## config.mk

```make
export PLATFORM = sky130hd
export DESIGN_NAME = fpadd_pipe
export DESIGN_NICKNAME = d
export VERILOG_FILES = /design/src/rtl/fpadd_pkg.sv /design/src/rtl/fpadd_lzc.sv /design/src/rtl/fpadd_pipe.sv
export SDC_FILE = /design/constraint.sdc
export NUM_CORES = 1
export LEC_CHECK = 0
export CORE_MARGIN = 3
export CORE_UTILIZATION = 30
export DETAILED_ROUTE_END_ITERATION = 7
export GPL_ROUTABILITY_DRIVEN = 0
export PLACE_DENSITY = 0.52
export SLEW_MARGIN = 20
export SYNTH_ARGS = -nofsm -noshare
export SYNTH_HDL_FRONTEND = slang
export SYNTH_SLANG_ARGS = --single-unit
export TNS_END_PERCENT = 20
```

## constraint.sdc

```tcl
create_clock -name clk_i -period 5 [get_ports clk_i]
set_clock_uncertainty 0.15 [all_clocks]
set_input_delay 1 -clock clk_i [delete_from_list [all_inputs] [get_ports clk_i]]
set_output_delay 1 -clock clk_i [all_outputs]
set_load 0.02 [all_outputs]
```

## src/rtl/fpadd_pkg.sv

```systemverilog
// Shared types and helpers for the pipelined floating-point adder.
package fpadd_pkg;

  localparam int FLG_INV = 2;
  localparam int FLG_OVF = 1;
  localparam int FLG_UNF = 0;

  // Unpacked fields are sized for the widest format; users slice them.
  localparam int EXP_W_MAX = 16;
  localparam int MAN_W_MAX = 63;
  localparam int WORD_MAX  = 1 + EXP_W_MAX + MAN_W_MAX;

  typedef struct packed {
    logic                 sign;
    logic [EXP_W_MAX-1:0] exp;
    logic [MAN_W_MAX:0]   man;
    logic                 is_nan;
    logic                 is_inf;
    logic                 is_zero;
  } fp_unpk_t;

  function automatic int fp_bias(input int exp_w);
    return (1 << (exp_w - 1)) - 1;
  endfunction

  function automatic logic [WORD_MAX-1:0] canon_nan(
    input int exp_w,
    input int man_w
  );
    logic [WORD_MAX-1:0] r;
    r = '0;
    for (int i = 0; i < exp_w; i++) r[man_w + i] = 1'b1;
    r[man_w - 1] = 1'b1;
    return r;
  endfunction

endpackage

```

## src/rtl/fpadd_lzc.sv

```systemverilog
// Parametrised leading-zero counter; an all-zero input returns W.
module fpadd_lzc #(
  parameter  int W  = 14,
  localparam int CW = $clog2(W + 1)
) (
  input  logic [W-1:0]  val,
  output logic [CW-1:0] cnt
);

  always_comb begin
    cnt = CW'(W);
    for (int i = 0; i < W; i++) begin
      if (val[i]) cnt = CW'(W - 1 - i);
    end
  end

endmodule

```

## src/rtl/fpadd_pipe.sv

```systemverilog
// Three-stage floating-point add/sub with valid/ready handshake.
// Define FPADD_PIPE_RNE_EN for round-to-nearest-even, else truncation.
module fpadd_pipe #(
  parameter int EXP_W = 5,
  parameter int MAN_W = 10,
  parameter int TAG_W = 4
) (
  input  logic                 clk_i,
  input  logic                 rst_i,
  input  logic                 in_valid_i,
  output logic                 in_ready_o,
  input  logic [EXP_W+MAN_W:0] opA_i,
  input  logic [EXP_W+MAN_W:0] opB_i,
  input  logic                 sub_i,
  input  logic [TAG_W-1:0]     tag_i,
  output logic                 out_valid_o,
  input  logic                 out_ready_i,
  output logic [EXP_W+MAN_W:0] ADD_o,
  output logic [2:0]           flags_o,
  output logic [TAG_W-1:0]     tag_o
);

  import fpadd_pkg::*;

  localparam int W  = 1 + EXP_W + MAN_W;
  localparam int M  = MAN_W + 1;
  localparam int XW = MAN_W + 4;
  localparam int EW = EXP_W + 1;
  localparam int CW = $clog2(XW + 1);
  localparam int SW = (EW > CW) ? EW : CW;

  localparam logic [EW-1:0] EXP_ONES = EW'(2 * fp_bias(EXP_W) + 1);
  localparam logic [W-2:0]  INF_MAG  = {{EXP_W{1'b1}}, {MAN_W{1'b0}}};
  localparam logic [W-1:0]  QNAN     = W'(canon_nan(EXP_W, MAN_W));

  function automatic fp_unpk_t fp_unpack(input logic [W-1:0] x);
    fp_unpk_t         u;
    logic [EXP_W-1:0] e;
    logic [MAN_W-1:0] f;
    e = x[W-2:MAN_W];
    f = x[MAN_W-1:0];
    u = '0;
    u.sign = x[W-1];
    u.exp[EXP_W-1:0] = (e == '0) ? EXP_W'(1) : e;
    u.man[MAN_W:0] = {|e, f};
    u.is_nan = (&e) & (|f);
    u.is_inf = (&e) & ~(|f);
    u.is_zero = ~(|e) & ~(|f);
    return u;
  endfunction

  logic adv;

  assign adv = !out_valid_o || out_ready_i;
  assign in_ready_o = adv;

  // S1: unpack, order by magnitude, align
  fp_unpk_t             ua;
  fp_unpk_t             ub;
  logic                 swap;
  logic                 lost;
  logic [EXP_W_MAX-1:0] diff;
  logic [XW-1:0]        mb_raw;
  logic [XW-1:0]        c1_ma;
  logic [XW-1:0]        c1_mb;
  logic [EXP_W-1:0]     c1_exp;
  logic                 c1_sign;
  logic                 c1_esub;
  logic                 c1_nz;
  logic                 c1_nan;
  logic                 c1_byp;
  logic [W-1:0]         c1_res;

  always_comb begin
    ua = fp_unpack(opA_i);
    ub = fp_unpack(opB_i);
    ub.sign = ub.sign ^ sub_i;
    swap = {ub.exp, ub.man} > {ua.exp, ua.man};
    diff = swap ? ub.exp - ua.exp : ua.exp - ub.exp;
    c1_ma = {swap ? ub.man[MAN_W:0] : ua.man[MAN_W:0], 3'b000};
    mb_raw = {swap ? ua.man[MAN_W:0] : ub.man[MAN_W:0], 3'b000};
    lost = 1'b0;
    for (int i = 0; i < XW; i++) begin
      if (EXP_W_MAX'(i) < diff) lost = lost | mb_raw[i];
    end
    if (diff >= EXP_W_MAX'(XW - 1))
      c1_mb = {{(XW-1){1'b0}}, |mb_raw};
    else
      c1_mb = (mb_raw >> diff) | {{(XW-1){1'b0}}, lost};
    c1_exp = swap ? ub.exp[EXP_W-1:0] : ua.exp[EXP_W-1:0];
    c1_sign = swap ? ub.sign : ua.sign;
    c1_esub = ua.sign ^ ub.sign;
    c1_nz = ua.is_zero & ub.is_zero & ua.sign & ub.sign;
    c1_nan = ua.is_nan | ub.is_nan
           | (ua.is_inf & ub.is_inf & c1_esub);
    c1_byp = c1_nan | ua.is_inf | ub.is_inf;
    if (c1_nan)         c1_res = QNAN;
    else if (ua.is_inf) c1_res = {ua.sign, INF_MAG};
    else                c1_res = {ub.sign, INF_MAG};
  end

  logic             s1_v;
  logic [TAG_W-1:0] s1_tag;
  logic [XW-1:0]    s1_ma;
  logic [XW-1:0]    s1_mb;
  logic [EXP_W-1:0] s1_exp;
  logic             s1_sign;
  logic             s1_esub;
  logic             s1_nz;
  logic             s1_inv;
  logic             s1_byp;
  logic [W-1:0]     s1_res;

  // S2: effective add or subtract; s1_ma >= s1_mb by construction
  logic [XW:0] c2_sum;

  always_comb begin
    if (s1_esub) c2_sum = {1'b0, s1_ma} - {1'b0, s1_mb};
    else         c2_sum = {1'b0, s1_ma} + {1'b0, s1_mb};
  end

  logic             s2_v;
  logic [TAG_W-1:0] s2_tag;
  logic [XW:0]      s2_sum;
  logic [EXP_W-1:0] s2_exp;
  logic             s2_sign;
  logic             s2_nz;
  logic             s2_inv;
  logic             s2_byp;
  logic [W-1:0]     s2_res;

  // S3: normalise, round, pack
  logic [CW-1:0]    lz;
  logic [EW-1:0]    lim;
  logic [SW-1:0]    sh;
  logic [XW-1:0]    m;
  logic [EW-1:0]    en;
  logic [EW-1:0]    en2;
  logic             inc;
  logic [M:0]       rm;
  logic             hid;
  logic [MAN_W-1:0] frac;
  logic [EXP_W-1:0] fld;
  logic             ovf;
  logic             nonzero;
  logic [W-1:0]     c3_res;
  logic [2:0]       c3_flg;

  fpadd_lzc #(.W(XW)) u_lzc (
    .val (s2_sum[XW-1:0]),
    .cnt (lz)
  );

  always_comb begin
    lim = {1'b0, s2_exp} - EW'(1);
    sh = '0;
    if (s2_sum[XW]) begin
      m = {s2_sum[XW:2], s2_sum[1] | s2_sum[0]};
      en = {1'b0, s2_exp} + EW'(1);
    end else begin
      sh = (SW'(lz) > SW'(lim)) ? SW'(lim) : SW'(lz);
      m = s2_sum[XW-1:0] << sh;
      en = {1'b0, s2_exp} - EW'(sh);
    end
`ifdef FPADD_PIPE_RNE_EN
    inc = m[2] & (m[1] | m[0] | m[3]);
`else
    inc = 1'b0;
`endif
    rm = {1'b0, m[XW-1:3]} + {{M{1'b0}}, inc};
    if (rm[M]) begin
      hid = 1'b1;
      frac = rm[MAN_W:1];
      en2 = en + EW'(1);
    end else begin
      hid = rm[MAN_W];
      frac = rm[MAN_W-1:0];
      en2 = en;
    end
    fld = hid ? en2[EXP_W-1:0] : '0;
    ovf = hid & (en2 >= EXP_ONES);
    nonzero = |m;
    c3_res = {s2_sign, fld, frac};
    c3_flg = '0;
    if (s2_byp) begin
      c3_res = s2_res;
      c3_flg[FLG_INV] = s2_inv;
    end else if (!nonzero) begin
      c3_res = {s2_nz, {(W-1){1'b0}}};
    end else if (ovf) begin
      c3_res = {s2_sign, INF_MAG};
      c3_flg[FLG_OVF] = 1'b1;
    end else begin
      c3_flg[FLG_UNF] = !hid;
    end
  end

  always_ff @(posedge clk_i) begin
    if (rst_i) begin
      s1_v <= 1'b0;
      s2_v <= 1'b0;
      out_valid_o <= 1'b0;
      ADD_o <= '0;
      flags_o <= '0;
      tag_o <= '0;
    end else if (adv) begin
      s1_v <= in_valid_i;
      s2_v <= s1_v;
      out_valid_o <= s2_v;
      if (s2_v) begin
        ADD_o <= c3_res;
        flags_o <= c3_flg;
        tag_o <= s2_tag;
      end
    end
  end

  always_ff @(posedge clk_i) begin
    if (adv) begin
      s1_tag <= tag_i;
      s1_ma <= c1_ma;
      s1_mb <= c1_mb;
      s1_exp <= c1_exp;
      s1_sign <= c1_sign;
      s1_esub <= c1_esub;
      s1_nz <= c1_nz;
      s1_inv <= c1_nan;
      s1_byp <= c1_byp;
      s1_res <= c1_res;
      s2_tag <= s1_tag;
      s2_sum <= c2_sum;
      s2_exp <= s1_exp;
      s2_sign <= s1_sign;
      s2_nz <= s1_nz;
      s2_inv <= s1_inv;
      s2_byp <= s1_byp;
      s2_res <= s1_res;
    end
  end

endmodule

```

### Word level (Yosys, flattened, before mapping)

Cells that the tools add are included.

| storage, ports and cells | value |
|---|---|
| bits in registers | 125 |
| input bits | 41 |
| output and inout bits | 25 |
| logic and storage cells | 144 |

| cells by class | value |
|---|---|
| add/subtract/negate cells | 7 |
| $lt $le $gt $ge | 15 |
| shifts and indexed selects | 2 |
| mux-type cells | 47 |
| bitwise logic cells | 34 |
| reduce and logical (&&, ||, !) cells | 14 |

Operators by type and width:

| cell | count |
|---|---|
| $lt 4x16->1 const A | 6 |
| $gt 69x69->1 | 1 |
| $lt 3x16->1 const A | 4 |
| $mux 16 | 4 |
| $mux 4 | 8 |
| $mux 15 | 2 |
| $mux 11 | 2 |
| $mux 5 | 4 |
| $reduce_or 10->1 | 2 |
| $ge 16x4->1 const B | 1 |
| $lt 2x16->1 const A | 1 |
| $mux 1 | 16 |
| $shr 14x16->14 | 1 |
| $add 14x14->15 | 1 |
| $or 1x1->1 | 15 |
| $sub 14x14->15 | 1 |
| $mux 14 | 1 |
| $or 14x1->14 | 1 |
| $reduce_or 14->1 | 1 |
| $shl 14x6->14 | 1 |
| $and 1x1->1 | 12 |
| $mux 3 | 4 |
| $mux 6 | 2 |
| $sub 5x5->6 | 2 |
| other kinds (15) | 26 |

### Longest topological paths before layout

Gate-level depths: netlist (run 1).

| logic depth | value |
|---|---|
| word-level depth | 28 |
| mapped depth | 29 |
| gate-level depth less buffers | 25 |

### Cells and area by module

A second synthesis (run 1) with hierarchy kept.

| second synthesis, totals | value |
|---|---|
| cell total of the unflattened synthesis | 857 |
| area total of the unflattened synthesis | 7567.3 µm² |

By module, submodules not included:

| module | instances | cells each | area an instance (µm²) | seq. area each (µm²) |
|---|---|---|---|---|
| fpadd_pipe | 1 | 832 | 7420.9 | 2652.5 |
| fpadd_lzc | 1 | 25 | 146.4 | 0.0 |

### Worst setup path after synthesis (run 1)

OpenSTA, ideal clock, no wires.

| timing path | value |
|---|---|
| path type | register to register |
| start point | register s2_sum[8] |
| end point | register ADD_o[0] |
| setup time | 0.075 ns |
| arrival time | 5.020 ns |
| data required time | 4.775 ns |
| path slack | -0.244 ns |
| cell stages (with the launch flop) | 27 |
| path buffers | 3 |
| period minus slack after synthesis | 5.244 ns |
| cells stage by stage | edfxtp_1 > nor2_2 > o311ai_1 > a311oi_4 > ha_1 > nor2b_1 > o211a_1 > o21ai_2 > nor3_1 > a21o_1 > buf_4 > inv_4 > buf_6 > buf_4 > ha_1 > nand2b_1 > inv_1 > ha_1 > a21o_1 > a21oi_1 > o21bai_1 > a21oi_1 > xor2_1 > nand2_1 > a21oi_1 > o211ai_1 > o21ai_0 |

| between the ends | value |
|---|---|
| longest elaborated chain between the ends | 15 |
| elaborated cells between the ends (all ways) | 18 |
| classes of those cells | 1 x add/sub; 2 x order compare; 1 x shift; 12 x mux; 1 x bitwise; 1 x reduce/logical |

Ends and longest elaborated chain:

| element | line | RTL |
|---|---|---|
| start, declared | fpadd_pipe.sv:124 | `logic [XW:0] s2_sum;` |
| start signal, assigned | fpadd_pipe.sv:231 | `s2_sum <= c2_sum;` |
| $mux 4 (6 in a row) | fpadd_lzc.sv:13 | `if (val[i]) cnt = CW'(W - 1 - i);` |
| $gt 4x6->1 | fpadd_pipe.sv:161 | `sh = (SW'(lz) > SW'(lim)) ? SW'(lim) : SW'(lz);` |
| $mux 6 | fpadd_pipe.sv:161 |  |
| $sub 5x6->6 | fpadd_pipe.sv:163 | `en = {1'b0, s2_exp} - EW'(sh);` |
| $mux 6 | fpadd_pipe.sv:157 | `if (s2_sum[XW]) begin` |
| $ge 6x5->1 | fpadd_pipe.sv:181 | `ovf = hid & (en2 >= EXP_ONES);` |
| $and 1x1->1 | fpadd_pipe.sv:181 |  |
| $mux 15 | fpadd_pipe.sv:190 | `end else if (ovf) begin` |
| $mux 16 (*) | fpadd_pipe.sv:188 | `end else if (!nonzero) begin` |
| $mux 16 (*) | fpadd_pipe.sv:185 | `if (s2_byp) begin` |
| end signal, assigned | fpadd_pipe.sv:211 | `ADD_o <= c3_res;` |
| end, declared | fpadd_pipe.sv:18 | `output logic [EXP_W+MAN_W:0] ADD_o,` |

Mark *: on every way between the ends. The rest lies on a longest branch, timed or not.
A chain may end at the register's enable or synchronous reset.

### Worst setup path in the final report (run 1)

| timing path | value |
|---|---|
| start point | register s2_sum[2] |
| end point | register ADD_o[6] |

| between the ends | value |
|---|---|
| longest elaborated chain between the ends | 21 |
| elaborated cells between the ends (all ways) | 24 |
| classes of those cells | 1 x add/sub; 2 x order compare; 1 x shift; 18 x mux; 1 x bitwise; 1 x reduce/logical |

Ends and longest elaborated chain:

| element | line |
|---|---|
| $mux 3 (4 in a row) | fpadd_lzc.sv:13 |
| $mux 4 (8 in a row) | fpadd_lzc.sv:13 |
| $gt 4x6->1 | fpadd_pipe.sv:161 |
| $mux 6 | fpadd_pipe.sv:161 |
| $sub 5x6->6 | fpadd_pipe.sv:163 |
| $mux 6 | fpadd_pipe.sv:157 |
| $ge 6x5->1 | fpadd_pipe.sv:181 |
| $and 1x1->1 | fpadd_pipe.sv:181 |
| $mux 15 | fpadd_pipe.sv:190 |
| $mux 16 (*) | fpadd_pipe.sv:188 |
| $mux 16 (*) | fpadd_pipe.sv:185 |

Marked as above.

==> summary by stage, run 1 <==
Run status
The flow ran to the end, and the final reports show no timing, DRC or antenna violations.

Setup path
The setup path with the least slack is of type flop to flop. Traced cell by cell, the critical path runs through nor2_2 -> a221oi_4 -> nor4b_4 -> nor2_2 -> inv_2 -> ha_2 -> and4_1 -> or3_4 -> nand2_4 -> inv_4 -> ha_4 -> nand2b_4 -> inv_1 -> ha_1 -> a21o_1 -> a21oi_2 -> o21bai_1 -> a21oi_1 -> xor2_1 -> nand2_2 -> a21oi_4 -> buf_4 -> nand3_1 -> a21oi_1. The setup slack on the worst flop-to-flop path is 0.22 ns. Of all nets on the critical path, the largest fanout is 5. Together, buffers and inverters on the worst path number 4. On the critical path, the stage with the largest delay is an instance of sky130_fd_sc_hd__edfxtp_1. Data on the critical path is required at its endpoint by 5.14 ns. STA classifies the critical path startpoint as a flop. The number of cells on the worst reg-to-reg path is 24. The gate family responsible for the most delay along the worst path is simple AND/OR/NAND/NOR gates. The critical path arrival is 4.92 ns. STA classifies the critical path endpoint as a flop.

The endpoint identified for the worst register-to-register timing path is ADD_o[6]. The startpoint identified for the worst register-to-register timing path is s2_sum[2]. The largest incremental delay on the critical path is 0.50 ns.

Global routing
Global routing used 16.2% of the available tracks. Summed over all layers, the global routing overflow is 0. The first global-routing pass estimated 37300 um of wire. The initial antenna violation count is 0. Entering global routing, the biggest net connects 78 pins. The number of global-route vias before repair is 7256.

Floorplanning
The y dimension of the die is 167 um. The core region is 25400 um2. Pin placement for this block handled 66 I/O pins. The horizontal die dimension is 167 um.

The standard-cell row count is 58. Once the floorplan was initialized, standard cells occupied 30.8% of the core. The floorplan step defined a die boundary enclosing 28000 um2.

Logic synthesis
Sequential elements use 33.9% of the synthesized area. The mean area per synthesized cell is 8.90 um2. The biggest area consumer among synthesized cells is sky130_fd_sc_hd__edfxtp_1.

The post-synthesis compound-gate area fraction is 22.3%. After synthesis, the cell types taking the most area are sky130_fd_sc_hd__edfxtp_1 (27%), sky130_fd_sc_hd__ha_1 (8.8%), sky130_fd_sc_hd__dfxtp_1 (6.7%). Yosys mapped a number of flops with a built-in enable equal to 71.

After synthesis, the largest family of logic cells by area is compound AO/OA/AOI/OAI gates. Multiplexer cells account for 7.73% of the synthesized area. The combined area of all synthesized cells is 7820 um2. Synthesis produced a netlist with a net count of 978. Summing the areas of all xor and xnor instances in the mapped netlist gives 2.80% of the synthesized area.

The flip-flop cell with the highest count after synthesis is sky130_fd_sc_hd__edfxtp_1. Of the total synthesized cell area, the portion taken by AND, OR, NAND and NOR gates is 17.7%. Yosys printed 0 warnings.

After synthesis the netlist holds a flip-flop and latch count of 97. The fraction of synthesis flops using an asynchronous set or reset pin is 0%. The cell count after synthesis is 878.

The count of cell types in the netlist is 85. After Yosys synthesis, full adders, half adders and majority gates account for 9.83% of the synthesized area. The synthesized design devotes to its leading area cell type 27.3% of total area.

STA
The final-report max-slew violation count came to 0. Setup violations remaining at the end of the flow were counted as 0. After layout, the minimum clock period comes to 4.78 ns.

The achievable frequency is 209 MHz. The final clock period utilization by the worst path is 95.6%. The total count of hold-check failures in the final report is 0.

Setup total negative slack on the finished layout was measured at 0 ns. The pin slew with the least headroom to its limit is 0.958 ns. The remaining max-slew budget at the tightest pin is 36.1%.

Power and ir drop
In this run the power density over the cells is 464 nW/um2. Summing internal, switching and leakage power gives 0.00481 W. For this design the static power due to leakage is 4.30 nW. The maximum ir drop on the vdd rail is 0.000229 V.

Clocking
The buffer type at the clock tree root is sky130_fd_sc_hd__clkbuf_16. Clock-pin slew was measured on the worst setup and hold paths at 0.08 ns. The clock insertion delay at the later pin of the skew report is 0.35 ns. The number of clock sinks seen by CTS is 97. TritonCTS built the clock tree. The H-tree generated during clock tree synthesis spans 3 levels. The maximum clock path buffer count is 2. The count of hold buffers inserted by post-cts repair is 0.

The total CTS buffers is 9.

Final layout
The final cell count without fillers is 1398. The number of filler cells placed in the layout is 2582. The area overhead of the layout relative to synthesis is 32.6%. Cells with a size suffix above 1 make up 22.5% of the layout.

0 antenna diodes ended up in the layout. In the final design database the tool counted 1163 nets.

Hold path
The worst hold path begins at s1_exp[1]. For hold timing, the worst endpoint is s2_exp[1]. Counting instances, the worst hold path has a depth of 0.

The tightest min-delay check is of the flop to flop type.

Detailed routing
The number of vias after detailed routing is 7350. The routed via count divided by cell count is 5.26. The per-cell routed wire length is 16.6 um.

The number of design rule violations left after detail routing is 0. The remaining number of nets flagged by the antenna check after routing is 0. For this block, the initial DRC count from the detailed router was 620. The first detailed-routing pass took 6 iterations. The wire length after detailed routing is 23200 um.

Placed design
The count of placed standard cells including taps is 1364. The HPWL after detailed placement is 18200 um. Input and output buffers added on the ports amount to 65.

Run
The count of max-cap constraint violations is 0.
## area by class of cell
class                      instances  area, um2  area share, %
clock buffer                       9        225           2.17
clock inverter                     7       81.3          0.785
inverter                          71        272           2.62
multi-input combinational        672       4940           47.7
sequential                        97       2650           25.6
tap                              330        413           3.98
timing repair buffer             212       1780           17.2
## worst reg2reg max path, delay by kind of cell (launching register included)
| family | cells | cell delay, ns |
|---|---|---|
| fa+ha+maj | 3 | 0.78 |
| flops | 1 | 0.50 |
| buf+inv | 4 | 0.30 |
| xor+xnor | 1 | 0.20 |
| compound gates | 7 | 1.10 |
| simple gates | 9 | 1.67 |
## per-stage QoR
step	util (%)	instance area [um2]	setup slack [ns]	hold WS, ns
global route	40.8	10400	-0.0311	0.284
detailed placement	38.4	9750	-0.146	0.255
finish	40.8	10400	0.218	0.271
global placement	38.4	9750	-0.111	0.251
floorplan	-	7860	-0.00277	0.250
CTS	39.6	10100	0.0818	0.272
## placed cells by master (no fill, tap or decap), types with 9 or more instances in the layout
cell type                         Yosys  routed
sky130_fd_sc_hd__nand4_1              9       9
sky130_fd_sc_hd__inv_1               69      65
sky130_fd_sc_hd__edfxtp_1            71      71
sky130_fd_sc_hd__nor2_1              83      78
sky130_fd_sc_hd__xor2_1              11      11
sky130_fd_sc_hd__nand3_1             20      20
sky130_fd_sc_hd__nor3_1              25      23
sky130_fd_sc_hd__o21bai_1            10      10
sky130_fd_sc_hd__mux2i_1             30      29
sky130_fd_sc_hd__nand2_1             75      74
sky130_fd_sc_hd__a21oi_1             71      69
sky130_fd_sc_hd__a21o_1              15      15
sky130_fd_sc_hd__dfxtp_1             26      26
sky130_fd_sc_hd__buf_4                3     145
sky130_fd_sc_hd__o21ai_0             41      38
sky130_fd_sc_hd__clkbuf_16            0       9
sky130_fd_sc_hd__mux2_2              17      17
sky130_fd_sc_hd__nand2b_1            12       9
sky130_fd_sc_hd__clkdlybuf4s50_1      0      65
sky130_fd_sc_hd__xnor2_1             14      14
sky130_fd_sc_hd__ha_1                55      51
sky130_fd_sc_hd__a211oi_1            16      16
## logic make-up (layout without fill, tap and decap cells)
logic type      Yosys count  count (layout)
mux                      52              52
simple gates            282             282
fa+ha+maj                59              59
flops                    97              97
xor+xnor                 25              25
buf+inv                 110             299
compound gates          253             254
## power by group
| group | internal [W] | switching, W | total, W |
|---|---|---|---|
| Combinational | 0.00139 | 0.00155 | 0.00294 |
| Sequential | 0.00101 | 0.000161 | 0.00118 |
| Clock | 0.000355 | 0.000334 | 0.000689 |
| Total | 0.00276 | 0.00204 | 0.00481 |
## synthesized netlist by cell type (9+ instances only)
cell / count
sky130_fd_sc_hd__o21ai_0: 41
sky130_fd_sc_hd__mux2i_1: 30
sky130_fd_sc_hd__clkbuf_1: 29
sky130_fd_sc_hd__o21bai_1: 10
sky130_fd_sc_hd__nand4_1: 9
sky130_fd_sc_hd__nand3_1: 20
sky130_fd_sc_hd__xor2_1: 11
sky130_fd_sc_hd__ha_1: 55
sky130_fd_sc_hd__nand2_1: 75
sky130_fd_sc_hd__nor3_1: 25
sky130_fd_sc_hd__a211oi_1: 16
sky130_fd_sc_hd__xnor2_1: 14
sky130_fd_sc_hd__dfxtp_1: 26
sky130_fd_sc_hd__inv_1: 69
sky130_fd_sc_hd__mux2_2: 17
sky130_fd_sc_hd__a21o_1: 15
sky130_fd_sc_hd__a31oi_1: 9
sky130_fd_sc_hd__edfxtp_1: 71
sky130_fd_sc_hd__nor2_1: 83
sky130_fd_sc_hd__nand2b_1: 12
sky130_fd_sc_hd__a21oi_1: 71
## worst max-delay path by stage
stage | from | slack [ns] | end | cells past startpoint
2_1_floorplan | s2_sum[9] | -0.003 | ADD_o[12] | 26
3_3_place_gp | opB_i[12] | -0.11 | s1_mb[0] | 17
3_5_place_dp | opB_i[12] | -0.15 | s1_mb[0] | 17
4_1_cts | s2_sum[1] | 0.08 | ADD_o[9] | 26
5_1_grt | s2_sum[1] | -0.03 | ADD_o[6] | 26
6_report | s2_sum[2] | 0.22 | ADD_o[6] | 24
## flip-flops by register name, summed over array words and instances (netlist names), 2 cells and up
name and count:
s1_mb 14, s1_exp 5, flags_o 3, s2_tag 4
s1_res 2, s2_exp 5, tag_o 4, s1_ma 11
ADD_o 16, s1_tag 4, s2_sum 15, s2_res 2
## metal layers
metal	wire (um)	vias up	share of wire, %	track usage, %
met5	0	-	0	0
met4	539	0	2.3	5.44
met3	1040	40	4.5	2.41
met2	11100	196	48	27.2
met1	10600	3489	45	21.4
li1	-	3625	-	-
## what timing repair did
item | in CTS | in global routing
endpoints found under the setup margin | 0 | 23
buffers inserted | 0 | 18
gates resized for setup | 0 | 35
endpoints found under the hold margin | 0 | 0
(Power assumes the default switching activity.)
==> run 2, diff against run 1 <==
Settings changed: CAP_MARGIN set to 20, CORE_UTILIZATION 30 to 35, PLACE_DENSITY 0.52 to 0.58.
==> run 2 against run 1 <==
Net effect:
- core utilization is 5.1 points higher
- non-clock buffer count is 20 lower
- combinational power is 9.2% lower
- global-route usage is 1.8 points higher
- setup slack worse by 0.027 ns
- sequential power hardly changed
- critical path depth is 2 lower
- cell count is 5.0% lower
- via count is 2.1% lower
- first-iteration DRC count is 4.7% lower
- wire length is 4.2% lower
==> summary by stage, run 2 (synthesis results as in run 1) <==
Floorplanning
The initial core utilization is 35.7% (+4.9 points). The core area is 21900 um2 (-14%). The standard-cell row count is 54 (-6.9%).

The y dimension of the die came to 155 um (-7.2%). The horizontal die dimension came to 155 um (-7.2%). The count of boundary I/O pins was 66 (unchanged). The die area was 24200 um2 (-14%).

Run
The count of max-cap constraint violations is 0 (unchanged).

Final layout
Leaving out fill and tap cells, the most frequent cell in the layout is sky130_fd_sc_hd__buf_4. The flip-flop count of the largest register after layout came to 16 (unchanged). The share of layout cells above drive strength 1 is 19.8% (-2.7 points). The area growth from synthesis to layout is 28.6%. The number of nets in the finished design was 1143 (-1.7%).

The largest register by flop count is ADD_o. The final cell count without fillers is 1328 (-5.0%). In the final layout, the registers with the most flip-flops are ADD_o x16, s2_sum x15, s1_mb x14. The top cell types in the final layout, fill and taps aside, are sky130_fd_sc_hd__buf_4 (126), sky130_fd_sc_hd__nor2_1 (82), sky130_fd_sc_hd__nand2_1 (74). The number of antenna diodes was 0 (unchanged).

Setup path
The setup slack on the worst flop-to-flop path came to 0.19 ns (-0.03 ns). The worst setup path is launched from a flop. Among the stages of the critical path, the cell type that occurs most often is sky130_fd_sc_hd__ha_1. By startpoint and endpoint, the worst setup path is classified as flop to flop. The worst setup path is captured at a flop. The reg-to-reg startpoint is s2_sum[2]. The number of cells on the worst reg-to-reg path was 22 (-8.3%). In this run the critical register-to-register path is captured at ADD_o[7]. The cell with the largest stage delay on the worst path is sky130_fd_sc_hd__nor4_1. The largest incremental delay on the critical path came to 0.54 ns (+0.04 ns). The critical path arrival is 4.93 ns (about the same). The worst-path maximum fanout is 5 (unchanged).

Traced cell by cell, the critical path runs through buf_4 -> nor4_1 -> o21ai_1 -> inv_1 -> ha_1 -> and4_1 -> or3_4 -> nand2_4 -> inv_2 -> ha_1 -> nand2b_1 -> inv_1 -> ha_1 -> a21o_1 -> a21oi_2 -> o21bai_1 -> a21oi_1 -> xor2_1 -> nand2_2 -> a21oi_4 -> nand3_1 -> a21oi_1. The critical path data required time is 5.13 ns (about the same).

Clocking
The clock transition at the registers of the reported paths is 0.07 ns (about the same). The CTS H-tree depth is 3 (unchanged). The clock insertion delay at the later pin of the skew report is 0.34 ns (about the same).

The count of hold buffers inserted by post-cts repair is 0 (unchanged). The maximum clock path buffer count came to 2 (unchanged). The total CTS buffers is 9 (unchanged).

TritonCTS built the clock tree. The buffer type at the clock tree root is sky130_fd_sc_hd__clkbuf_16. The number of clock sinks seen by CTS came to 97 (unchanged).

STA
The total count of hold-check failures in the final report is 0 (unchanged). The final-report max-slew violation count is 0 (unchanged). The clock period minus worst slack is 4.81 ns (+0.0265 ns).

The pin slew with the least headroom to its limit is 0.942 ns (-0.0155 ns). The final clock period utilization by the worst path was 96.2% (+0.53 points). The remaining max-slew budget at the tightest pin came to 37.2% (+1.0 points). The minimum hold slack was 0.272 ns (+0.00150 ns).

The number of setup violations in the final report was 0 (unchanged). Setup repair after global routing could not meet its margin everywhere. The final total negative setup slack came to 0 ns (unchanged). The achievable frequency came to 208 MHz (-0.55%).

Power and ir drop
The switching share of power is 42.9% (+0.34 points). The total power draw is 0.00456 W (-5.1%). The clock network fraction of design power was 15.8% (+1.5 points). The static leakage is 4.20 nW (-2.4%). The total internal power is 0.00260 W (-5.7%). The power share of the sequential group is 25.5% (+1.0 points). The maximum ir drop on the vdd rail is 0.000238 V (+4.1%). The switching power total came to 0.00195 W (-4.4%). The power density of the placed cells is 454 nW/um2 (-2.1%). The share of total power in combinational logic is 58.7% (-2.5 points).

Global routing
The pin count of the biggest net entering global routing is 44 (-44%). The initial antenna violation count is 0 (unchanged). The total global-route track usage is 17.9% (+1.8 points).

The wire length of the first global-routing pass is 35400 um (-5.0%). The number of global-route vias before repair was 7006 (-3.4%). The overflow left after global routing is 0 (unchanged).

Detailed routing
The starting DRC count in detailed routing came to 591 (-4.7%). The per-cell routed wire length came to 16.7 um (+0.89%). The number of vias after detailed routing is 7192 (-2.1%). The number of design rule violations left after detail routing is 0 (unchanged). The wire length after detailed routing is 22200 um (-4.2%). The routed via count divided by cell count came to 5.42 (+3.0%). The first-pass detailed-route iteration total is 8 (+2).

The remaining number of nets flagged by the antenna check after routing was 0 (unchanged).

Hold path
The min-delay analysis places its worst path in the category flop to flop. The number of cells on the worst hold path is 0 (unchanged). The start point of the worst min-delay path is s1_exp[0]. The path with the worst hold slack has its endpoint at s2_exp[0].

Placed design
The placed wire-length estimate after detailed placement is 17600 um (-3.4%). The quantity of I/O buffers inserted on ports is 65 (unchanged). The count of placed standard cells including taps is 1297 (-4.9%).

Run status
The run finished with clean final reports.
-- run 2: cell count changes in the layout (fill, tap and decap cells not counted), moves of 3 or more --
cell	previous run	this run
sky130_fd_sc_hd__buf_4	145	126
sky130_fd_sc_hd__inv_1	65	69
sky130_fd_sc_hd__nor2_1	78	82
sky130_fd_sc_hd__clkinv_4	3	0
sky130_fd_sc_hd__ha_1	51	54
sky130_fd_sc_hd__inv_2	4	1
-- run 2: repair_timing --
action / CTS / global route
buffers inserted: 0 / 14
resized for setup: 0 / 16
endpoints found under the setup margin: 0 / 19
hold endpoints to repair: 0 / 0
-- run 2: area by class of cell --
class | count | area, um2
well taps | 280 | 350
clock inverters | 7 | 95.1
inverters | 71 | 269
fillers | 2159 | 11800
repair buffers | 192 | 1620
clock buffers | 9 | 225
multi-input cells | 672 | 4840
flip-flops and latches | 97 | 2650
-- run 2: worst max-delay path, delay by kind of cell (launching register included) --
kind                       cells  cell delay, ns
and+or+nand+nor                7            1.61
AOI/OAI and AO/OA              7            1.14
adders and majority gates      3            0.83
buffers and inverters          4            0.41
DFF                            1            0.41
xor gates and xnor gates       1            0.20
-- run 2: worst max path at each step --
stage / start / end / cells past startpoint
finish: s2_sum[2] / ADD_o[7] / 22
global route: s2_sum[1] / ADD_o[9] / 26
CTS: s2_exp[0] / ADD_o[0] / 22
detailed placement: opB_i[12] / s1_mb[0] / 17
global placement: opB_i[12] / s1_mb[0] / 17
floorplan: s2_sum[9] / ADD_o[12] / 26
-- run 2: through the flow --
stage / util [%] / setup WS, ns / cell area (um2)
finish: 45.9 / 0.192 / 10000
global route: 45.9 / -0.0380 / 10000
CTS: 45.1 / 0.0587 / 9880
detailed placement: 43.7 / -0.160 / 9560
global placement: 43.7 / -0.106 / 9560
floorplan: - / -0.00277 / 7860
-- run 2: routing by layer --
layer | up-vias | routed length [um] | GRT usage (%)
li1 | 3582 | - | -
met1 | 3345 | 9810 | 23.7
met2 | 220 | 10700 | 30.0
met3 | 45 | 1120 | 2.23
met4 | 0 | 637 | 6.96
met5 | - | 0 | 0
-- run 2: power groups by stage --
stage	sequential (W)	clock (W)	combinational (W)
finish	0.00116	0.000721	0.00267
floorplan	0.00115	0	0.00167
CTS	0.00117	0.000743	0.00250
global placement	0.00119	0	0.00248
detailed placement	0.00119	0	0.00249
global route	0.00118	0.000769	0.00291
==> run 3, diff against run 2 <==
Settings changed: CTS_BUF_LIST set to sky130_fd_sc_hd__clkbuf_8, DONT_BUFFER_PORTS set to 1, PLACE_DENSITY 0.58 to 0.54, SLEW_MARGIN 20 to not set.
==> run 3 against run 2 <==
Net effect:
- setup slack better by 0.017 ns
- clock power is 29% lower
- die area stayed put
- clock-buffer cell count stayed put
- critical path depth is 1 higher
- final area is 9.0% lower
- sequential cell count stayed put
- power is 0.13% lower
- via count is 3.0% lower
- register-to-register slack better by 0.02 ns
==> summary by stage, run 3 (synthesis results as in run 1) <==
Setup path
The reg-to-reg startpoint is s2_sum[0]. The kind of launch point of the worst setup path is a flop. The worst-path maximum fanout is 8 (+3).

The critical path arrival is 4.96 ns (+0.03 ns). The critical path data required time is 5.17 ns (+0.04 ns). In this run the worst setup path begins at s2_sum[0]. The worst setup path is of the flop to flop kind.

STA classifies the critical path endpoint as a flop.

Clocking
The clock insertion delay at the later pin of the skew report came to 0.39 ns (+0.05 ns). The CTS H-tree depth is 3 (unchanged). The tree is rooted in a sky130_fd_sc_hd__clkbuf_8.

The CTS tree is done. The maximum clock path buffer count is 2 (unchanged). The total CTS buffers is 9 (unchanged). The number of clock sinks seen by CTS is 97 (unchanged).

The clock transition at the registers of the reported paths is 0.11 ns (+0.04 ns).

Global routing
The pin count of the biggest net entering global routing is 78 (+77%). The wire length of the first global-routing pass is 34800 um (-1.8%). The initial antenna violation count came to 0 (unchanged). The total global-route track usage was 17.7% (-0.25 points). The overflow left after global routing is 0 (unchanged). The number of global-route vias before repair came to 6476 (-7.6%).

Final layout
The largest registers in the layout are ADD_o x16, s2_sum x15, s1_mb x14. The register with the most flip-flops in the final layout is ADD_o. The number of nets in the finished design is 1048 (-8.3%).

The number of antenna diodes came to 0 (unchanged). The post-layout instance area is 9150 um2 (-9.0%). The final cell count without fillers was 1233 (-7.2%).

The number of filler cells placed in the layout came to 2235 (+3.5%). In the layout the commonest cells are sky130_fd_sc_hd__buf_4 (97), sky130_fd_sc_hd__nor2_1 (78), sky130_fd_sc_hd__nand2_1 (74). The most common cell after layout, fill and taps aside is sky130_fd_sc_hd__buf_4. The post-route core utilization is 41.8% (-4.1 points). The flip-flop count of the largest register after layout was 16 (unchanged).

The area overhead of the layout relative to synthesis is 17.0%. The share of layout cells above drive strength 1 was 19.6% (-0.13 points).

STA
The pin slew with the least headroom to its limit is 0.993 ns (+0.0509 ns). The final-report max-slew violation count is 0 (unchanged). The clock period minus worst slack was 4.79 ns (-0.0172 ns). The final clock period utilization by the worst path came to 95.8% (-0.34 points). The total count of hold-check failures in the final report is 0 (unchanged). The number of setup violations in the final report is 0 (unchanged). The remaining max-slew budget at the tightest pin was 33.8% (-3.4 points).

The final total negative setup slack is 0 ns (unchanged). The achievable frequency is 209 MHz (+0.36%).

Floorplanning
The core area came to 21900 um2 (unchanged). The initial core utilization came to 35.7% (unchanged). The count of boundary I/O pins came to 66 (unchanged). The horizontal die dimension is 155 um (unchanged).

The die area is 24200 um2 (unchanged). The y dimension of the die is 155 um (unchanged). The standard-cell row count is 54 (unchanged).

Placed design
The placed instance area is 8640 um2 (-9.6%). The placed wire-length estimate after detailed placement is 17200 um (-2.3%). The quantity of I/O buffers inserted on ports came to 0 (-100%). The count of placed standard cells including taps is 1197 (-7.7%).

Detailed routing
The first-pass detailed-route iteration total came to 5 (-3). The routed via count divided by cell count came to 5.66 (+4.5%). The wire length after detailed routing is 22000 um (-1.3%). The remaining number of nets flagged by the antenna check after routing was 0 (unchanged).

The per-cell routed wire length came to 17.8 um (+6.3%). The starting DRC count in detailed routing is 585 (-1.0%). The number of design rule violations left after detail routing is 0 (unchanged).

The number of vias after detailed routing is 6979 (-3.0%).

Power and ir drop
The power density of the placed cells was 498 nW/um2 (+9.7%). The maximum ir drop on the vdd rail is 0.000278 V (+17%). The static leakage was 3.78 nW (-10%).

Run
The count of max-cap constraint violations is 0 (unchanged).

Hold path
The worst hold path belongs to the class flop to flop. In this run the most critical hold path is launched from s1_exp[4].

Run status
The flow ran to the end, and the final reports show no timing, DRC or antenna violations.
[run 3: cell count changes in the layout (fill, tap and decap cells not counted), moves of 4 or more]
cell / delta
sky130_fd_sc_hd__clkbuf_16: -9
sky130_fd_sc_hd__buf_4: -29
sky130_fd_sc_hd__clkbuf_8: +9
sky130_fd_sc_hd__clkdlybuf4s50_1: -65
sky130_fd_sc_hd__nor2_1: -4
[run 3: layout make-up]
cell class	instances	area (um2)	share of cell area (%)
clock buffer	9	124	1.35
clock inverter	7	76.3	0.834
inverter	71	269	2.94
multi-input combinational	671	4930	53.9
sequential	97	2650	29.0
tap	280	350	3.83
timing repair buffer	98	748	8.18
[run 3: per-stage QoR]
step / setup slack, ns / hold slack, ns / power [W]
2_1_floorplan: -0.00277 / 0.250 / 0.00282
3_3_place_gp: 0.154 / 0.251 / 0.00380
3_5_place_dp: 0.104 / 0.255 / 0.00378
4_1_cts: 0.153 / 0.281 / 0.00430
5_1_grt: -0.0451 / 0.287 / 0.00486
6_report: 0.209 / 0.282 / 0.00455
[run 3: repair_timing]
action,CTS,global route
resized for setup,0,33
setup endpoints to repair,0,17
hold buffers,0,0
buffers inserted,0,21
[run 3: final timing paths]
check | end | depth (start not counted) | slack [ns]
min | s2_exp[4] | 0 | 0.28
max | ADD_o[6] | 23 | 0.21
min reg2reg | s2_exp[4] | 0 | 0.28
max reg2reg | ADD_o[6] | 23 | 0.21
[run 3: routing by layer]
| layer | GRT usage [%] | part of all wire (%) | up-vias |
|---|---|---|---|
| li1 | - | - | 3392 |
| met1 | 25.2 | 47 | 3283 |
| met2 | 27.7 | 46 | 259 |
| met3 | 2.67 | 4.8 | 45 |
| met4 | 5.46 | 2.4 | 0 |
| met5 | 0 | 0 | - |
[run 3: where the power goes]
group          total [W]  switching [W]  leakage [nW]  internal [W]
logic            0.00284        0.00153          2.69       0.00131
clock network   0.000509       0.000309         0.103      0.000200
registers        0.00120       0.000190         0.985       0.00101
[run 3: critical path, cell delays in order (launching register included)]
cell and delay [ns]:
sky130_fd_sc_hd__edfxtp_1 0.52, sky130_fd_sc_hd__nor2_4 0.19, sky130_fd_sc_hd__o311ai_4 0.11, sky130_fd_sc_hd__a311oi_4 0.35
sky130_fd_sc_hd__ha_1 0.31, sky130_fd_sc_hd__nor2b_2 0.16, sky130_fd_sc_hd__o211a_1 0.25, sky130_fd_sc_hd__o21a_4 0.22
sky130_fd_sc_hd__nand2_4 0.06, sky130_fd_sc_hd__a21o_1 0.18, sky130_fd_sc_hd__inv_4 0.04, sky130_fd_sc_hd__ha_1 0.27
sky130_fd_sc_hd__nand2b_1 0.10, sky130_fd_sc_hd__inv_1 0.05, sky130_fd_sc_hd__ha_1 0.27, sky130_fd_sc_hd__a21o_1 0.17
sky130_fd_sc_hd__a21oi_2 0.16, sky130_fd_sc_hd__o21bai_1 0.07, sky130_fd_sc_hd__a21oi_1 0.18, sky130_fd_sc_hd__xor2_1 0.22
sky130_fd_sc_hd__nand2_2 0.12, sky130_fd_sc_hd__a21oi_4 0.30, sky130_fd_sc_hd__nand3_1 0.14, sky130_fd_sc_hd__a21oi_1 0.18
